## src/rtl/hc595_frame_rx.sv

```systemverilog
// Receive side of a 74HC595 serial display link: synchronises shcp/stcp/ds/oe,
// rebuilds the {seg,sel} frame and flags short/long frames and stalled shift clocks.
module hc595_frame_rx #(
    parameter int SEL_W   = 6,
    parameter int SEG_W   = 8,
    parameter int FRAME_W = SEL_W + SEG_W,
    parameter int TIMEOUT = 1024
) (
    input  logic             clk,
    input  logic             rst,
    input  logic             shcp,
    input  logic             stcp,
    input  logic             ds,
    input  logic             oe,
    output logic [SEL_W-1:0] sel,
    output logic [SEG_W-1:0] seg,
    output logic             frame_vld,
    output logic             frame_err,
    output logic             timeout,
    output logic             blank,
    output logic [4:0]       bit_cnt
);

    localparam int TW = (TIMEOUT > 2) ? $clog2(TIMEOUT) : 1;

    typedef enum logic [0:0] {
        ST_IDLE  = 1'b0,
        ST_SHIFT = 1'b1
    } state_t;

    state_t             r_state;
    state_t             w_state_nxt;
    // bit order in the sync vectors: [3]=oe, [2]=ds, [1]=stcp, [0]=shcp
    logic [3:0]         r_s1;
    logic [3:0]         r_s2;
    logic [2:0]         r_s3;
    logic [FRAME_W-1:0] r_sr;
    logic [FRAME_W-1:0] w_sr_nxt;
    logic [4:0]         r_bit_cnt;
    logic [4:0]         w_bit_cnt_nxt;
    logic [TW-1:0]      r_tcnt;
    logic [TW-1:0]      w_tcnt_nxt;
    logic [SEL_W-1:0]   r_sel;
    logic [SEL_W-1:0]   w_sel_nxt;
    logic [SEG_W-1:0]   r_seg;
    logic [SEG_W-1:0]   w_seg_nxt;
    logic               r_vld;
    logic               w_vld_nxt;
    logic               r_err;
    logic               w_err_nxt;
    logic               r_to;
    logic               w_to_nxt;
    logic               w_shcp_rise;
    logic               w_stcp_rise;
    logic               w_ds;

    assign w_shcp_rise = r_s2[0] & ~r_s3[0];
    assign w_stcp_rise = r_s2[1] & ~r_s3[1];
    // ds one stage behind shcp_s2: the data level present before the shift edge
    assign w_ds        = r_s3[2];

    assign sel       = r_sel;
    assign seg       = r_seg;
    assign frame_vld = r_vld;
    assign frame_err = r_err;
    assign timeout   = r_to;
    assign blank     = r_s2[3];
    assign bit_cnt   = r_bit_cnt;

    // Input synchroniser chain plus edge-history stage.
    always_ff @(posedge clk or negedge rst) begin
        if (!rst) begin
            r_s1 <= 4'b0000;
            r_s2 <= 4'b0000;
            r_s3 <= 3'b000;
        end else begin
            r_s1 <= {oe, ds, stcp, shcp};
            r_s2 <= r_s1;
            r_s3 <= r_s2[2:0];
        end
    end

    // FSM state register.
    always_ff @(posedge clk or negedge rst) begin
        if (!rst) begin
            r_state <= ST_IDLE;
        end else begin
            r_state <= w_state_nxt;
        end
    end

    // Next-state, shift, latch and stall-timeout decisions.
    always_comb begin
        w_state_nxt   = r_state;
        w_sr_nxt      = r_sr;
        w_bit_cnt_nxt = r_bit_cnt;
        w_tcnt_nxt    = r_tcnt;
        w_sel_nxt     = r_sel;
        w_seg_nxt     = r_seg;
        w_vld_nxt     = 1'b0;
        w_err_nxt     = 1'b0;
        w_to_nxt      = 1'b0;

        if (w_shcp_rise) begin
            w_sr_nxt      = {w_ds, r_sr[FRAME_W-1:1]};
            w_bit_cnt_nxt = (r_bit_cnt == 5'd31) ? 5'd31 : r_bit_cnt + 5'd1;
            w_tcnt_nxt    = {TW{1'b0}};
        end else begin
            w_sr_nxt = r_sr;
        end

        // Latch judges the pre-shift frame; a coincident shift starts the next one.
        if (w_stcp_rise) begin
            if (r_bit_cnt == 5'(FRAME_W)) begin
                w_sel_nxt = r_sr[SEL_W-1:0];
                w_seg_nxt = r_sr[FRAME_W-1:SEL_W];
                w_vld_nxt = 1'b1;
            end else begin
                w_err_nxt = 1'b1;
            end
            w_bit_cnt_nxt = w_shcp_rise ? 5'd1 : 5'd0;
        end else begin
            w_err_nxt = 1'b0;
        end

        case (r_state)
            ST_IDLE: begin
                w_tcnt_nxt = {TW{1'b0}};
                if (w_shcp_rise) begin
                    w_state_nxt = ST_SHIFT;
                end else begin
                    w_state_nxt = ST_IDLE;
                end
            end
            ST_SHIFT: begin
                if (w_stcp_rise) begin
                    w_state_nxt = w_shcp_rise ? ST_SHIFT : ST_IDLE;
                    w_tcnt_nxt  = {TW{1'b0}};
                end else if (w_shcp_rise) begin
                    w_state_nxt = ST_SHIFT;
                end else if (r_tcnt == TW'(TIMEOUT - 1)) begin
                    w_to_nxt      = 1'b1;
                    w_bit_cnt_nxt = 5'd0;
                    w_tcnt_nxt    = {TW{1'b0}};
                    w_state_nxt   = ST_IDLE;
                end else begin
                    w_tcnt_nxt = r_tcnt + TW'(1);
                end
            end
            default: begin
                w_state_nxt = ST_IDLE;
            end
        endcase
    end

    // Datapath and registered output pulses.
    always_ff @(posedge clk or negedge rst) begin
        if (!rst) begin
            r_sr      <= {FRAME_W{1'b0}};
            r_bit_cnt <= 5'd0;
            r_tcnt    <= {TW{1'b0}};
            r_sel     <= {SEL_W{1'b0}};
            r_seg     <= {SEG_W{1'b0}};
            r_vld     <= 1'b0;
            r_err     <= 1'b0;
            r_to      <= 1'b0;
        end else begin
            r_sr      <= w_sr_nxt;
            r_bit_cnt <= w_bit_cnt_nxt;
            r_tcnt    <= w_tcnt_nxt;
            r_sel     <= w_sel_nxt;
            r_seg     <= w_seg_nxt;
            r_vld     <= w_vld_nxt;
            r_err     <= w_err_nxt;
            r_to      <= w_to_nxt;
        end
    end

endmodule
```

## config.mk

```make
export PLATFORM = sky130hd
export DESIGN_NAME = hc595_frame_rx
export DESIGN_NICKNAME = d
export VERILOG_FILES = /design/src/rtl/hc595_frame_rx.sv
export SDC_FILE = /design/constraint.sdc
export NUM_CORES = 1
export LEC_CHECK = 0
export ABC_CLOCK_PERIOD_IN_PS = 1700
export BUFFER_PORTS_ARGS = -buffer_cell sky130_fd_sc_hd__buf_2
export CORE_MARGIN = 3
export CORE_UTILIZATION = 52
export CTS_CLUSTER_DIAMETER = 150
export CTS_CLUSTER_SIZE = 28
export DETAILED_ROUTE_END_ITERATION = 8
export GPL_TIMING_DRIVEN = 0
export HOLD_SLACK_MARGIN = 0.03
export PLACE_DENSITY = 0.73
export SLEW_MARGIN = 20
export SYNTH_ARGS = -nofsm -noshare
export SYNTH_HDL_FRONTEND = slang
export SYNTH_SLANG_ARGS = --single-unit
```

## constraint.sdc

```tcl
create_clock -name clk -period 1.7 [get_ports clk]
set_input_delay 0 -clock clk [delete_from_list [all_inputs] [get_ports clk]]
set_output_delay 0 -clock clk [all_outputs]
set_load 0.01 [all_outputs]
```

==> qor.json <==
{
  "run_status": {
    "run_status": "finished clean"
  },
  "routing": {
    "avgRoutedWirePerCell_um": 13.0,
    "drc_violation_count_after_routing": 0,
    "routed_wl_um": 3810,
    "detailedRoute.firstPassIterationCount": 4,
    "antenna_violating_nets_post_route": 0,
    "routed_via_density": 5.00,
    "drtIter0Drc": 37,
    "num_vias": 1459
  },
  "worst_setup_path": {
    "timing.critical_path.from_type": "flop",
    "slowest_delay_ps": 430,
    "setup.reg_to_reg.worst_slack_ps": 70,
    "timing.critical_path.required_ps": 1910,
    "critical_path.cell_chain": "inv_1 > ha_1 > nand4b_2 > nor2_4 > buf_12 > clkbuf_16 > mux2_4",
    "cp.arrival_ps": 1840,
    "worstSetupEndpointType": "flop",
    "worst-path-max-fanout": 7,
    "criticalPathCategory": "flop to flop",
    "critical_path.endpoint": "seg[0]",
    "critical_path.reg2reg.startpoint": "bit_cnt[0]",
    "critical_path.slowest_cell": "sky130_fd_sc_hd__dfrtp_2",
    "worstReg2RegEnd": "seg[0]",
    "crit_start": "bit_cnt[0]",
    "r2r_worst_path_depth": 7
  },
  "cts": {
    "numCtsBuffers": 9,
    "tritoncts": "yes",
    "cts.clk_slew.worst_paths_ps": 60,
    "clk_latency_ps": 320,
    "cts-root-buf": "sky130_fd_sc_hd__clkbuf_8",
    "tritoncts_num_sinks": 58,
    "h-tree-depth": 3,
    "cts_max_path_bufs": 2
  },
  "synthesis": {
    "postSynthRegisterBits": 58,
    "warnings_from_yosys": 0,
    "syn-mean-instance-area_sq_um": 12.4,
    "synth.lib_cells_used.distinct": 32,
    "post_synth_instance_area_sq_mm": 0.00230,
    "synth_nets": 194,
    "synth_top_cells_by_area": "sky130_fd_sc_hd__dfrtp_1 (63%), sky130_fd_sc_hd__nand2_1 (8.3%), sky130_fd_sc_hd__mux2_4 (5.9%)",
    "post-synth-top-area-fraction_pct": 63.1,
    "yosysSeqAreaShare_pct": 63.1,
    "synth_area_leader_cell": "sky130_fd_sc_hd__dfrtp_1",
    "post_synth_inst_count": 185
  },
  "cells_and_area": {
    "layout.cell_area.non_filler_sq_mm": 0.00284,
    "layout.cells.most_common": "sky130_fd_sc_hd__dfrtp_1",
    "nFillCells": 309,
    "drive_above_1_share_pct": 31.4,
    "area_growth_syn_to_layout_pct": 23.7,
    "diode_insertion_count_for_antenna_repair": 0,
    "layout.cells.most_common_list": "sky130_fd_sc_hd__dfrtp_1 (57), sky130_fd_sc_hd__nand2_1 (51), sky130_fd_sc_hd__buf_2 (30)",
    "post_layout_nonfiller_instances": 292,
    "design.final.nets": 246
  },
  "place": {
    "placer_congestion_estimate": 0.804,
    "port_buffers": 28,
    "place_hpwl_um": 2410,
    "place.detailed.instances": 263,
    "dpl_worst_slack_ps": 41.8,
    "dpl_cell_area_sq_mm": 0.00250
  },
  "pwr": {
    "power.sequential.fraction_pct": 51.8,
    "power_density_mw_per_mm2": 1060,
    "power.share.switching_pct": 22.8,
    "p_total_w": 0.00300,
    "net-switching-power_w": 0.000685,
    "clockPowerShare_pct": 41.5,
    "internal-power_w": 0.00232,
    "relative_contribution_of_combinational_cells_to_total_power_pct": 6.7,
    "vdd_drop_max_mv": 0.751,
    "p_leak_nw": 1.50
  },
  "global_routing": {
    "grt-ovfl-total": 0,
    "first_global_vias": 1447,
    "grt_first_pass_wirelength_um": 6420,
    "antenna_found_initial": 0,
    "grt_max_degree": 59,
    "global_route_total_usage_across_every_layer_pct": 16.2
  },
  "floorplan": {
    "core_region_area_sq_mm": 0.00414,
    "num_io_pins": 29,
    "die_x_um": 72.5,
    "row_count": 23,
    "die-area_sq_mm": 0.00526,
    "start_util_pct": 55.5,
    "die-height_um": 72.5
  },
  "sta": {
    "final_critical_path_setup_slack_ps": 66.8,
    "layout_min_cycle_time_ps": 1630,
    "finalMaxSlewViolations": 0,
    "final.setup_skew_ps": 6.87,
    "max_slew.worst_pin.slew_ps": 686,
    "min_period_over_period_pct": 96.1,
    "setup-violations-final": 0,
    "max_freq_mhz": 612,
    "timing.slew.headroom_pct": 54.3,
    "final-hold-violation-count": 0,
    "totalNegativeSetupSlack_ps": 0
  },
  "worst_hold_path": {
    "hp-class": "input port to async pin"
  },
  "job": {
    "cap_violations": 0
  }
}
==> stage by stage <==
step	hold WS, ps	utilization (%)
6_report	262	68.6
5_1_grt	307	68.6
4_1_cts	289	66.4
3_5_place_dp	92.5	60.4
3_3_place_gp	108	60.4
2_1_floorplan	-296	-
==> power groups by stage <==
stage	combinational, W	clock, W	sequential [W]
2_1_floorplan	0.000115	0	0.00156
3_3_place_gp	0.000182	0	0.00158
3_5_place_dp	0.000190	0	0.00158
4_1_cts	0.000201	0.00128	0.00156
5_1_grt	0.000237	0.00133	0.00157
6_report	0.000202	0.00124	0.00155
==> sequential cells by signal, indices dropped and copies added, names as in the netlist, 3 cells and up <==
signal / count
bit_cnt: 5
r_s1: 4
r_s2: 4
r_s3: 3
r_sr: 14
r_tcnt: 10
seg: 8
sel: 6
==> worst max-delay path: cells and delay by family (launching register included) <==
family | cells | cell delay (ps)
multiplexers | 1 | 290
flip-flops | 1 | 430
buffers and inverters | 3 | 330
AND/OR/NAND/NOR | 2 | 300
adder cells (fa/ha/maj) | 1 | 160
==> per-layer routing <==
layer / part of all wire, % / track usage [%] / up-vias
met5: 0 / 0 / -
met4: 1.1 / 4.30 / 0
met3: 5.0 / 7.76 / 4
met2: 48 / 24.9 / 23
met1: 46 / 20.7 / 712
li1: - / - / 720
==> worst min-delay path by stage <==
stage	endpoint	depth (start not counted)	slack [ps]	from
floorplan	bit_cnt[0]	0	-300	rst
global placement	r_s1[0]	1	110	shcp
detailed placement	r_tcnt[4]	1	90	rst
CTS	r_tcnt[4]	2	290	rst
global route	timeout	2	310	rst
finish	r_tcnt[4]	2	260	rst
==> cells in the mapped netlist <==
cell / number
sky130_fd_sc_hd__mux2_2: 5
sky130_fd_sc_hd__xor2_1: 7
sky130_fd_sc_hd__nand2b_1: 2
sky130_fd_sc_hd__nor3_1: 1
sky130_fd_sc_hd__nand2b_4: 1
sky130_fd_sc_hd__nand4b_2: 1
sky130_fd_sc_hd__nand4_1: 3
sky130_fd_sc_hd__o31ai_4: 1
sky130_fd_sc_hd__inv_1: 2
sky130_fd_sc_hd__a311oi_1: 1
sky130_fd_sc_hd__a31oi_1: 1
sky130_fd_sc_hd__a21oi_1: 3
sky130_fd_sc_hd__and3_1: 2
sky130_fd_sc_hd__nand3_4: 1
sky130_fd_sc_hd__nand2_1: 51
sky130_fd_sc_hd__o2111ai_1: 1
sky130_fd_sc_hd__and2b_1: 1
sky130_fd_sc_hd__buf_2: 3
sky130_fd_sc_hd__xnor2_1: 1
sky130_fd_sc_hd__and4_4: 2
sky130_fd_sc_hd__mux2_4: 9
sky130_fd_sc_hd__nor2_1: 11
sky130_fd_sc_hd__clkbuf_1: 1
sky130_fd_sc_hd__dfrtp_1: 58
sky130_fd_sc_hd__o21ai_0: 1
sky130_fd_sc_hd__ha_1: 3
sky130_fd_sc_hd__buf_12: 1
sky130_fd_sc_hd__and4_1: 3
sky130_fd_sc_hd__buf_6: 1
sky130_fd_sc_hd__nor2b_1: 1
sky130_fd_sc_hd__nor2_4: 1
sky130_fd_sc_hd__nand3_1: 5
==> timing repair <==
action                                  in CTS  in global routing
endpoints found under the hold margin       62                  0
endpoints found under the setup margin       0                  9
resized for setup                            0                  1
buffers inserted                             0                  7
hold buffers                                 5                  0
==> cell families (layout without fill, tap and decap cells) <==
logic type	after synthesis	after routing	share of synthesized area, %
multiplexers	14	14	8.32
AND/OR/NAND/NOR	86	86	18.6
buffers and inverters	8	65	2.50
adder cells (fa/ha/maj)	3	3	1.63
XOR/XNOR	8	8	3.05
flip-flops	58	58	63.1
AO/OA/AOI/OAI	8	8	2.83
==> layout make-up <==
cell class | instances | area (sq um) | area share [%]
flip-flops and latches | 58 | 1450 | 51.1
multi-input cells | 119 | 791 | 27.8
plain buffers | 6 | 50.0 | 1.76
well taps | 50 | 62.6 | 2.20
repair buffers | 41 | 283 | 9.94
clock inverters | 2 | 35.0 | 1.23
inverters | 2 | 7.51 | 0.264
clock buffers | 14 | 163 | 5.72
Power figures use the tool's default switching activity.
